File: config.mk
export PLATFORM = sky130hd
export DESIGN_NAME = pattern_player
export DESIGN_NICKNAME = d
export VERILOG_FILES = /design/src/rtl/pattern_player.sv
export SDC_FILE = /design/constraint.sdc
export NUM_CORES = 1
export LEC_CHECK = 0
export CORE_ASPECT_RATIO = 0.9
export CORE_MARGIN = 2
export CORE_UTILIZATION = 45
export DETAILED_ROUTE_END_ITERATION = 10
export SLEW_MARGIN = 40
export SYNTH_ARGS = -nofsm -noshare
export SYNTH_HDL_FRONTEND = slang
export SYNTH_SLANG_ARGS = --single-unit
File: constraint.sdc
create_clock -name sys_clk -period 2.9 [get_ports sys_clk]
set_input_delay 0.29 -clock sys_clk [delete_from_list [all_inputs] [get_ports sys_clk]]
set_output_delay 0.29 -clock sys_clk [all_outputs]
set_load 0.03 [all_outputs]
File: src/rtl/pattern_player.sv
// Pattern player: plays a writable sample table in one-shot, loop or
// ping-pong order over a valid/ready stream.
module pattern_player #(
  parameter int unsigned DATA_W = 8,
  parameter int unsigned DEPTH  = 16,
  parameter int unsigned ADDR_W = 4
) (
  input  logic              sys_clk,
  input  logic              sys_rst_n,
  input  logic              start,
  input  logic              stop,
  input  logic [1:0]        mode,
  input  logic [ADDR_W-1:0] last_idx,
  input  logic              wr_en,
  input  logic [ADDR_W-1:0] wr_addr,
  input  logic [DATA_W-1:0] wr_data,
  output logic [DATA_W-1:0] data_out,
  output logic              data_valid,
  input  logic              data_ready,
  output logic              busy,
  output logic              done
);

  localparam logic [ADDR_W-1:0] MAX_IDX  = ADDR_W'(DEPTH - 1);
  localparam logic [1:0]        MODE_ONE = 2'd0;
  localparam logic [1:0]        MODE_PP  = 2'd2;

  typedef enum logic {
    IDLE = 1'b0,
    RUN  = 1'b1
  } state_e;

  state_e              state_q, state_d;
  logic [ADDR_W-1:0]   idx_q, idx_d;
  logic                dir_q, dir_d;      // 0 = counting up, 1 = counting down
  logic [1:0]          mode_q, mode_d;
  logic [ADDR_W-1:0]   last_q, last_d;
  logic [DATA_W-1:0]   dout_q, dout_d;
  logic                valid_q, valid_d;
  logic                busy_q, busy_d;
  logic                done_q, done_d;

  logic [DATA_W-1:0]   tbl_q [DEPTH];
  logic                tbl_we;
  logic [ADDR_W-1:0]   last_clamped;
  logic [ADDR_W-1:0]   nxt_idx;
  logic                nxt_dir;
  logic                at_last;
  logic                beat;

  assign tbl_we       = wr_en && (state_q == IDLE) && (wr_addr <= MAX_IDX);
  assign last_clamped = (last_idx > MAX_IDX) ? MAX_IDX : last_idx;
  assign at_last      = (idx_q == last_q);
  assign beat         = valid_q && data_ready;

  // Sample table; reset reloads the ramp pattern (i+1)
  always_ff @(posedge sys_clk or negedge sys_rst_n) begin
    if (!sys_rst_n) begin
      for (int i = 0; i < int'(DEPTH); i++) begin
        tbl_q[i] <= DATA_W'(i + 1);
      end
    end else if (tbl_we) begin
      tbl_q[wr_addr] <= wr_data;
    end
  end

  // Index/direction that follow the current one for the latched mode
  always_comb begin
    nxt_idx = idx_q;
    nxt_dir = dir_q;
    if (mode_q == MODE_PP) begin
      if (last_q == '0) begin
        nxt_idx = '0;
      end else if (!dir_q) begin
        if (at_last) begin
          nxt_idx = idx_q - ADDR_W'(1);
          nxt_dir = 1'b1;
        end else begin
          nxt_idx = idx_q + ADDR_W'(1);
        end
      end else begin
        if (idx_q == '0) begin
          nxt_idx = ADDR_W'(1);
          nxt_dir = 1'b0;
        end else begin
          nxt_idx = idx_q - ADDR_W'(1);
        end
      end
    end else begin
      nxt_idx = at_last ? '0 : idx_q + ADDR_W'(1);
    end
  end

  // FSM state and registered outputs
  always_ff @(posedge sys_clk or negedge sys_rst_n) begin
    if (!sys_rst_n) begin
      state_q <= IDLE;
      idx_q   <= '0;
      dir_q   <= 1'b0;
      mode_q  <= '0;
      last_q  <= '0;
      dout_q  <= '0;
      valid_q <= 1'b0;
      busy_q  <= 1'b0;
      done_q  <= 1'b0;
    end else begin
      state_q <= state_d;
      idx_q   <= idx_d;
      dir_q   <= dir_d;
      mode_q  <= mode_d;
      last_q  <= last_d;
      dout_q  <= dout_d;
      valid_q <= valid_d;
      busy_q  <= busy_d;
      done_q  <= done_d;
    end
  end

  // Next-state and output decode
  always_comb begin
    state_d = state_q;
    idx_d   = idx_q;
    dir_d   = dir_q;
    mode_d  = mode_q;
    last_d  = last_q;
    dout_d  = dout_q;
    valid_d = valid_q;
    busy_d  = busy_q;
    done_d  = 1'b0;
    unique case (state_q)
      IDLE: begin
        if (start && !stop) begin
          state_d = RUN;
          idx_d   = '0;
          dir_d   = 1'b0;
          mode_d  = mode;
          last_d  = last_clamped;
          dout_d  = tbl_q[0];
          valid_d = 1'b1;
          busy_d  = 1'b1;
        end
      end
      RUN: begin
        if (stop) begin
          // A beat accepted this cycle already counts; a pending one is dropped
          state_d = IDLE;
          valid_d = 1'b0;
          busy_d  = 1'b0;
        end else if (beat) begin
          if ((mode_q == MODE_ONE) && at_last) begin
            state_d = IDLE;
            valid_d = 1'b0;
            busy_d  = 1'b0;
            done_d  = 1'b1;
          end else begin
            idx_d  = nxt_idx;
            dir_d  = nxt_dir;
            dout_d = tbl_q[nxt_idx];
          end
        end
      end
      default: state_d = IDLE;
    endcase
  end

  assign data_out   = dout_q;
  assign data_valid = valid_q;
  assign busy       = busy_q;
  assign done       = done_q;

endmodule

==> results of run 1 <==
[power by group]
| part | internal, uW | total [uW] | leakage (uW) | switching (uW) |
|---|---|---|---|---|
| logic | 906 | 1990 | 0.00165 | 1090 |
| clock network | 1210 | 2120 | 0.000269 | 917 |
| registers | 2670 | 2980 | 0.00182 | 311 |
| total | 4780 | 7090 | 0.00374 | 2310 |
[state kept, by name (all words and copies together) (netlist names)]
| signal | cells |
|---|---|
| done | 1 |
| busy | 1 |
| tbl_q | 128 |
| last_q | 4 |
| state_q | 1 |
| data_out | 8 |
| dir_q | 1 |
| mode_q | 2 |
| idx_q | 4 |
[through the flow]
step,total power [uW],setup slack (ns)
2_1_floorplan,4160,0.394
3_3_place_gp,4830,-0.0886
3_5_place_dp,4890,-0.141
4_1_cts,7040,0.00889
5_1_grt,7450,-0.0420
6_report,7090,0.0506
[worst min-delay path: stages]
cell and delay [ns]:
clkdlybuf4s50_1 0.39, nand2_1 0.06, nand2_1 0.04
[cells by family after synthesis]
| kind of cell | Yosys count |
|---|---|
| AND/OR/NAND/NOR | 293 |
| flip-flops | 150 |
| AO/OA/AOI/OAI | 54 |
| buffers and inverters | 43 |
| multiplexers | 132 |
| XOR/XNOR | 4 |
| adder cells (fa/ha/maj) | 2 |
[cell type report]
class | count | area (um^2) | share of cell area
clock inverters | 14 | 124 | 0.0142
well taps | 207 | 259 | 0.0297
flip-flops and latches | 150 | 3790 | 0.435
multi-input cells | 486 | 3380 | 0.388
inverters | 6 | 22.5 | 0.00258
repair buffers | 72 | 696 | 0.0798
clock buffers | 18 | 439 | 0.0504
[what timing repair did]
action                                  in CTS  in global routing
hold buffers                                 1                  0
pin swaps                                    0                  5
gates cloned                                 0                  1
setup buffers                                2                  7
endpoints found under the setup margin       5                  8
resized for setup                            5                 12
hold endpoints to repair                    58                  0
[placed cells by master (no fill, tap or decap), types with 5 or more instances in the layout]
master,Yosys,layout
nand2_1,166,166
mux2_2,128,128
dfrtp_1,117,117
nand3_1,34,33
clkdlybuf4s50_1,0,33
dfstp_2,33,33
buf_4,4,31
nor2_1,25,25
nand4_1,23,23
a31oi_1,18,18
clkbuf_16,0,17
nor2b_1,13,13
and3_1,10,10
a311o_1,7,7
inv_1,6,6
buf_12,0,5
[Yosys cell counts (3+ instances only)]
master and count:
nand3_1 34, clkbuf_1 23, nor3_1 3, dfstp_2 33, and3_1 10, nand4_1 23
buf_4 4, xor2_1 4, and2_1 5, a21oi_1 4, dfrtp_1 117, nor2b_1 13
mux2_2 128, inv_1 6, nand2_1 166, a31oi_1 18, o311ai_0 7, mux2i_1 3
nor2_1 25, a311o_1 7, nor4_1 5, buf_2 8
[path summary, 6_finish.rpt]
kind,slack [ns],cells after the start,end
min in group asynchronous,0.45,2,tbl_q[31]$_DFFE_PN0P_
worst min register to register,0.51,1,tbl_q[61]$_DFFE_PN0P_
worst max-delay path,0.05,10,data_out[4]$_DFFE_PN0P_
worst max register to register,0.05,10,data_out[4]$_DFFE_PN0P_
max in group asynchronous,1.61,3,tbl_q[40]$_DFFE_PN1P_
worst min-delay path,0.39,3,mode_q[0]$_DFFE_PN0P_
[layer usage]
layer	vias to the layer above	wire, um
met5	-	0
met3	38	963
met2	125	8790
met1	2785	8870
met4	0	403
li1	2517	-
==> impl_metrics.csv, run 1 <==
group,metric,value,unit
yosys,netlist_top_cells_area,"dfrtp_1, mux2_2, dfstp_2, nand2_1, nand3_1",
timing,fin_crit_sh,0.983,
floorplanning,core-area,0.0160,mm^2
timing,max-slew-margin-rel,0.483,
floorplanning,io_pins,35,
floorplanning,die_h,125,um
global_routing,overflow,0,
job,cap_violations,0,
setup_path,timing.rr.start,"idx_q[1]$_DFFE_PN0P_",
status,outcome,"finished, final reports clean",
timing,drv_slew,0,
global_routing,gr-max-usage-layer,"met2",
floorplanning,rows,44,
clocking,cts_sinks,150,
clocking,cts_tree,"built",
placement,dpl.cell_count,910,
detailed_routing,drt_pass1_iterations,6,
clocking,clkTransAtPathRegs,0.06,ns
global_routing,grt_pass1_vias,5451,
detailed_routing,drc,0,
global_routing,antenna_found_initial,0,
detailed_routing,vias,5465,
global_routing,met2_usage,0.346,
yosys,yosys.area.top_type,"dfrtp_1",
floorplanning,initial_utilization,0.456,
timing,hold_violations,0,
yosys,syn_inst,678,
clocking,cts-buffers-inserted,17,
layout,fin_area,0.00872,mm^2
yosys,synth.avg_cell_area,10.7,um^2
detailed_routing,antenna_left,0,
timing,tns,0,ns
placement,place_congestion,0.880,
timing,fin_hold_ws,0.394,ns
layout,diodes,0,
yosys,muxShareOfSynthArea,0.204,
clocking,h-tree-depth,4,
clocking,cts_root_buffer,"clkbuf_16",
setup_path,slowest_stage,"or4_4",
layout,synthToLayoutAreaGrowth,19.6,%
layout,layout.nets,759,
timing,skew,0.00683,ns
yosys,synth_compound_area_frac,0.0572,
setup_path,max_stage_delay,0.61,ns
clocking,clockBufferDepth,2,
global_routing,grt_pass1_wl,30500,um
yosys,ys_async_sr_fraction,1.00,
placement,post-dp-hpwl,12900,um
floorplanning,die_w,138,um
layout,fillCellCount,1362,
yosys,synth_top_cell_area_share,0.402,
power_and_ir_drop,power_density,814,mW/mm^2
yosys,synth_xor_area_frac,0.00481,
yosys,ys_seq_area_frac,0.521,
setup_path,crit_fanout,7,
detailed_routing,drt_iter0_markers,398,
placement,placed_area,0.00797,mm^2
yosys,ys_ff_latch,150,
yosys,syn-num-nets,704,
setup_path,crit_type,"reg2reg",
yosys,synthAdderAreaFrac,0.00343,
global_routing,grt_max_degree,79,
detailed_routing,vias_per_cell,5.73,
power_and_ir_drop,leakage,0.00374,uW
yosys,synthSimpleGateAreaFrac,0.182,
clocking,clock_latency,0.43,ns
setup_path,worstPathArrival,3.20,ns
layout,fin_util,0.546,
yosys,synth_cell_types,48,
timing,finalCriticalPeriod,2.85,ns
setup_path,crit_chain,"xor2_1, or4_4, a32oi_1, mux2_4, buf_12, buf_12, nand2_1, and3_1, a311o_1, a31oi_1",
detailed_routing,wl,19000,um
layout,drive_above_1_share,0.332,
setup_path,crit_top_cell,"buf_12",
yosys,ys.warnings.count,0,
timing,tightestPinTransition,0.774,ns
setup_path,worstSetupStartpoint,"idx_q[1]$_DFFE_PN0P_",
power_and_ir_drop,vdd_ir_drop_max,0.488,mV
timing,rsz0062_at_grt,"yes",
yosys,synth_top_flop_cell,"dfrtp_1",
hold_path,min_from,"mode[0]",
setup_path,cp_num_buf_inv,2,
detailed_routing,wire_per_inst,20.0,um
setup_path,critPathCaptureType,"register",
global_routing,grt_use_total,0.227,
timing,fmaxAchievable,0.351,GHz
global_routing,use_met1,0.313,
setup_path,critPathTopFamily,"compound AO/OA/AOI/OAI gates",
placement,numPortBuffers,34,
global_routing,gr-usage-met3,0.0584,
layout,stdcell_count,953,
yosys,synth_top_family_by_area,"multiplexers",
yosys,synth.cell_area,0.00729,mm^2
setup_path,start_kind,"register",
hold_path,hold_class,"in2reg",
timing,finalSetupViolCount,0,
floorplanning,die-area,0.0172,mm^2
setup_path,critical_path_required,3.25,ns
yosys,synth_edf_count,0,
(Power assumes the default switching activity.)
==> run 2: changes to the inputs <==
--- a/config.mk
+++ b/config.mk
@@ -9,6 +9,7 @@
 export CORE_MARGIN = 2
 export CORE_UTILIZATION = 45
 export DETAILED_ROUTE_END_ITERATION = 10
+export REMOVE_ABC_BUFFERS = 1
 export SLEW_MARGIN = 40
 export SYNTH_ARGS = -nofsm -noshare
 export SYNTH_HDL_FRONTEND = slang
==> run 2 against run 1 <==
Final area grew 2.8%. Critical path type unchanged. Global-route usage grew 0.66 points. Cell count grew 1.5%. Clock skew grew 0.0015 ns. Total power grew 6.5%. Utilization grew 1.5 points. Highest routed layer unchanged. Via count grew 3.5%. Sequential cell count is the same. Clock-buffer cell count shrank 1. Fmax shrank 0.79%. Setup slack lost 0.023 ns. Register-to-register slack lost 0.02 ns.
==> impl_metrics.csv, run 2 (synthesis results as in run 1) <==
group,metric,value,unit
status,outcome,"finished, final reports clean",
setup_path,r2r_slack,0.03,ns
floorplanning,die_h,125,um
global_routing,grt_max_degree,69,
timing,max-slew-margin-rel,0.435,
global_routing,grt_pass1_wl,31200,um
floorplanning,die_w,138,um
global_routing,overflow,0,
setup_path,crit_top_cell,"buf_4",
timing,fin_hold_ws,0.393,ns
setup_path,critPathCaptureType,"register",
power_and_ir_drop,power_density,843,mW/mm^2
detailed_routing,dr_wl_met3,963,um
detailed_routing,vias_per_cell,5.85,
layout,seqCellArea,0.00379,mm^2
layout,final_cell_mix,"nand2_1, mux2_2, dfrtp_1, buf_4",
clocking,cts_root_buffer,"clkbuf_16",
setup_path,max_stage_delay,0.42,ns
timing,tightestPinTransition,0.845,ns
detailed_routing,drc,0,
detailed_routing,wire_per_inst,20.7,um
detailed_routing,antenna_left,0,
global_routing,grt_use_total,0.234,
layout,synthToLayoutAreaGrowth,23.0,%
detailed_routing,vias,5659,
setup_path,worstPathArrival,3.22,ns
layout,multi_input_area,0.00340,mm^2
clocking,cts_sinks,150,
detailed_routing,wl,20000,um
timing,tns,0,ns
hold_path,hold_class,"in2reg",
layout,diodes,0,
power_and_ir_drop,vdd_ir_drop_max,0.620,mV
floorplanning,io_pins,35,
placement,numPortBuffers,34,
setup_path,start_kind,"register",
layout,largest_reg_flops,128,
layout,fillCellCount,1373,
timing,rsz0062_at_grt,"yes",
detailed_routing,drt_iter0_markers,370,
layout,regMostFlops,"tbl_q",
layout,mostFrequentLayoutCell,"nand2_1",
setup_path,crit_fanout,8,
setup_path,crit_chain,"buf_4, nor4_1, buf_4, o21bai_1, and2_1, o221ai_2, buf_4, nand3_1, a31oi_1, nand4_1, a31oi_1",
timing,fin_crit_sh,0.990,
floorplanning,rows,44,
timing,hold_violations,0,
clocking,clock_latency,0.43,ns
timing,skew,0.00830,ns
timing,fmaxAchievable,0.348,GHz
setup_path,crit_type,"reg2reg",
layout,fin_util,0.561,
detailed_routing,dr_wl_met2,9450,um
placement,place_congestion,0.896,
detailed_routing,wirelength_met1,9420,um
clocking,h-tree-depth,4,
power_and_ir_drop,leakage,0.00386,uW
job,cap_violations,0,
clocking,clkTransAtPathRegs,0.07,ns
clocking,cts-buffers-inserted,17,
setup_path,critical_path_required,3.25,ns
setup_path,slowest_stage,"dfrtp_1",
timing,drv_slew,0,
global_routing,antenna_found_initial,0,
floorplanning,core-area,0.0160,mm^2
layout,layout.nets,773,
layout,drive_above_1_share,0.350,
floorplanning,die-area,0.0172,mm^2
detailed_routing,drt_pass1_iterations,4,
clocking,cts_tree,"built",
timing,finalCriticalPeriod,2.87,ns
global_routing,grt_pass1_vias,5602,
timing,finalSetupViolCount,0,
placement,post-dp-hpwl,13100,um
detailed_routing,topRoutingLayerUsed,"met4",
floorplanning,initial_utilization,0.456,
clocking,clockBufferDepth,2,
[run 2: changes by cell type in the layout (fill, tap and decap cells not counted), moves of 3 or more]
cell       before  now
clkinv_2        4    0
o311ai_0        4    1
buf_4          31   42
bufinv_16       1    4
[run 2: final cells by class]
class	instances	share of cell area
clock buffer	17	0.0475
clock inverter	15	0.0241
inverter	6	0.00251
multi-input combinational	485	0.379
sequential	150	0.423
tap	207	0.0289
timing repair buffer	87	0.0944
[run 2: timing repair]
item / 4_1_cts / 5_1_grt
pin swaps: 0 / 8
buffers inserted: 0 / 5
hold buffers: 1 / 0
endpoints found under the setup margin: 5 / 8
cloned: 0 / 1
endpoints found under the hold margin: 57 / 0
gates resized for setup: 2 / 23
[run 2: path summary, 6_finish.rpt]
kind,end,cells after the start,startpoint
setup / recovery,data_out[6]$_DFFE_PN0P_,11,last_q[1]$_DFFE_PN0P_
hold / removal,last_q[3]$_DFFE_PN0P_,3,last_idx[3]
setup reg to reg,data_out[6]$_DFFE_PN0P_,11,last_q[1]$_DFFE_PN0P_
hold reg to reg,done$_DFF_PN0_,1,mode_q[1]$_DFFE_PN0P_
max in group asynchronous,tbl_q[26]$_DFFE_PN1P_,3,sys_rst_n
min in group asynchronous,last_q[0]$_DFFE_PN0P_,2,sys_rst_n
[run 2: critical path, delay by kind of cell, from the launching register on]
family	cells	cell delay (ns)
compound gates	4	0.85
buf+inv	3	0.49
flops	1	0.42
simple gates	4	1.04
[run 2: power breakdown]
group / total (uW) / switching, uW / internal, uW
Sequential: 2980 / 309 / 2670
Clock: 2400 / 941 / 1460
Combinational: 2180 / 1160 / 1020
Total: 7550 / 2410 / 5150
[run 2: routing by layer]
layer	vias to the layer above	global-route usage
li1	2551	-
met1	2913	0.337
met2	175	0.363
met3	20	0.0500
met4	0	0.0540
met5	-	0
[run 2: through the flow]
step / worst slack [ns] / total power, uW / instance area, um^2 / instances
final: 0.0280 / 7550 / 8960 / 967
after global routing: -0.0789 / 7920 / 8960 / 967
after CTS: 0.0126 / 7460 / 8800 / 961
after detailed placement: -0.0141 / 5040 / 8150 / 928
after global placement: 0.0370 / 4980 / 8140 / 928
after floorplan: -1.65 / 4100 / 7110 / 641
==> run 3: changes to the inputs <==
--- a/config.mk
+++ b/config.mk
@@ -5,7 +5,8 @@
 export SDC_FILE = /design/constraint.sdc
 export NUM_CORES = 1
 export LEC_CHECK = 0
-export CORE_ASPECT_RATIO = 0.9
+export CAP_MARGIN = 20
+export CORE_ASPECT_RATIO = 0.7
 export CORE_MARGIN = 2
 export CORE_UTILIZATION = 45
 export DETAILED_ROUTE_END_ITERATION = 10
==> run 3 against run 2 <==
Cell count shrank 0.21%. Via count grew 1.3%. Sequential cell count is the same. Non-clock buffer count grew 3.
==> impl_metrics.csv, run 3 (synthesis results as in run 1) <==
group,metric,value,unit
layout,fillCellCount,1302,
timing,skew,0.0112,ns
setup_path,crit_fanout,5,
layout,final_cell_mix,"nand2_1, mux2_2, dfrtp_1, buf_4",
layout,largest_reg_flops,128,
placement,dpl.cell_count,908,
layout,drive_above_1_share,0.350,
global_routing,grt_use_total,0.242,
global_routing,grt_pass1_wl,32000,um
clocking,cts_sinks,150,
placement,placed_area,0.00800,mm^2
layout,mostFrequentLayoutCell,"nand2_1",
timing,drv_slew,0,
clocking,clock_latency,0.42,ns
placement,numPortBuffers,34,
global_routing,grt_pass1_vias,5645,
detailed_routing,vias,5731,
setup_path,worstPathArrival,3.22,ns
setup_path,max_stage_delay,0.40,ns
job,cap_violations,0,
layout,fin_area,0.00896,mm^2
detailed_routing,wl,20500,um
layout,diodes,0,
setup_path,crit_top_cell,"buf_12",
detailed_routing,drt_pass1_iterations,6,
clocking,cts_tree,"built",
detailed_routing,vias_per_cell,5.94,
placement,place_congestion,0.865,
setup_path,slowest_stage,"dfrtp_1",
clocking,h-tree-depth,4,
setup_path,critical_path_required,3.24,ns
global_routing,antenna_found_initial,0,
floorplanning,die_w,156,um
timing,fin_crit_sh,0.993,
power_and_ir_drop,vdd_ir_drop_max,0.333,mV
status,outcome,"finished, final reports clean",
layout,synthToLayoutAreaGrowth,22.9,%
setup_path,start_kind,"register",
layout,regMostFlops,"tbl_q",
clocking,cts_root_buffer,"clkbuf_16",
clocking,clockBufferDepth,2,
power_and_ir_drop,leakage,0.00385,uW
global_routing,grt_max_degree,81,
floorplanning,io_pins,35,
setup_path,reg2reg_depth,14,
timing,fmaxAchievable,0.347,GHz
global_routing,overflow,0,
layout,layout.nets,778,
timing,fin_hold_ws,0.334,ns
floorplanning,initial_utilization,0.466,
setup_path,crit_type,"reg2reg",
setup_path,crit_chain,"buf_6, inv_1, ha_1, nor4bb_4, nor4b_2, a32oi_2, buf_4, mux2i_4, buf_12, buf_12, nand2_1, and3_1, a311o_1, a31oi_1",
clocking,cts-buffers-inserted,17,
floorplanning,die-area,0.0172,mm^2
detailed_routing,antenna_left,0,
hold_path,hold_class,"in2async",
floorplanning,core-area,0.0156,mm^2
power_and_ir_drop,power_density,807,mW/mm^2
timing,max-slew-margin-rel,0.523,
layout,seqCellArea,0.00379,mm^2
detailed_routing,drc,0,
floorplanning,rows,38,
timing,finalSetupViolCount,0,
timing,finalCriticalPeriod,2.88,ns
detailed_routing,wire_per_inst,21.3,um
placement,post-dp-hpwl,12800,um
layout,stdcell_count,965,
layout,multi_input_area,0.00340,mm^2
floorplanning,die_h,110,um
timing,hold_violations,0,
timing,tightestPinTransition,0.713,ns
clocking,clkTransAtPathRegs,0.06,ns
detailed_routing,drt_iter0_markers,515,
setup_path,critPathCaptureType,"register",
[run 3: cell types whose count changed in the layout (fill, tap and decap cells not counted), sizes merged]
cell / previous run / this run
clkinvlp: 4 / 3
inv: 10 / 13
bufinv: 4 / 1
mux2: 129 / 131
buf: 52 / 53
clkbuf: 18 / 21
[run 3: final timing paths]
| kind | end | slack (ns) | start |
|---|---|---|---|
| max in group asynchronous | tbl_q[18]$_DFFE_PN1P_ | 1.74 | sys_rst_n |
| worst max-delay path | data_out[5]$_DFFE_PN0P_ | 0.02 | idx_q[1]$_DFFE_PN0P_ |
| min in group sys_clk | mode_q[0]$_DFFE_PN0P_ | 0.40 | mode[0] |
| worst min-delay path | mode_q[0]$_DFFE_PN0P_ | 0.33 | sys_rst_n |
| worst min register to register | tbl_q[63]$_DFFE_PN0P_ | 0.50 | tbl_q[63]$_DFFE_PN0P_ |
| worst max register to register | data_out[5]$_DFFE_PN0P_ | 0.02 | idx_q[1]$_DFFE_PN0P_ |
[run 3: power breakdown]
part | total (uW) | internal, uW | switching, uW
clock | 2150 | 1200 | 948
combinational | 2110 | 968 | 1140
sequential | 2970 | 2670 | 304
[run 3: routing by layer]
layer / track usage / vias up / share of wire / routed length, um
met5: 0 / - / 0 / 0
met3: 0.0557 / 25 / 0.059 / 1220
met4: 0.0557 / 0 / 0.012 / 248
met2: 0.378 / 212 / 0.47 / 9640
li1: - / 2559 / - / -
met1: 0.346 / 2935 / 0.46 / 9430
[run 3: layout make-up]
| class | count | area share |
|---|---|---|
| Inverter | 6 | 0.00251 |
| Multi-Input combinational cell | 487 | 0.380 |
| Sequential cell | 150 | 0.424 |
| Tap cell | 200 | 0.0279 |
| Timing Repair Buffer | 90 | 0.103 |
| Clock inverter | 14 | 0.0155 |
| Clock buffer | 18 | 0.0479 |
[run 3: what timing repair did]
action / in CTS / in global routing
endpoints found under the hold margin: 30 / 0
endpoints found under the setup margin: 5 / 8
resized for setup: 8 / 20
hold buffers: 1 / 0
pin swaps: 3 / 13
gates cloned: 3 / 3
buffers inserted: 10 / 10
[run 3: per-stage QoR]
stage	total power, uW	setup WS [ns]	utilization	TNS (ns)
after floorplan	4100	-1.65	-	-14.21
after detailed placement	4880	-0.00557	0.512	-0.00557
after CTS	7140	0.00982	0.560	0
final	7230	0.0200	0.573	0
after global placement	4810	0.0674	0.512	0
after global routing	7590	-0.0394	0.573	-0.187
[run 3: worst max-delay path, delay by kind of cell (launching register included)]
kind	cells	cell delay, ns
adders and majority gates	1	0.20
and+or+nand+nor	4	0.71
AOI/OAI and AO/OA	3	0.65
DFF	1	0.40
buffers and inverters	5	0.63
muxes	1	0.22
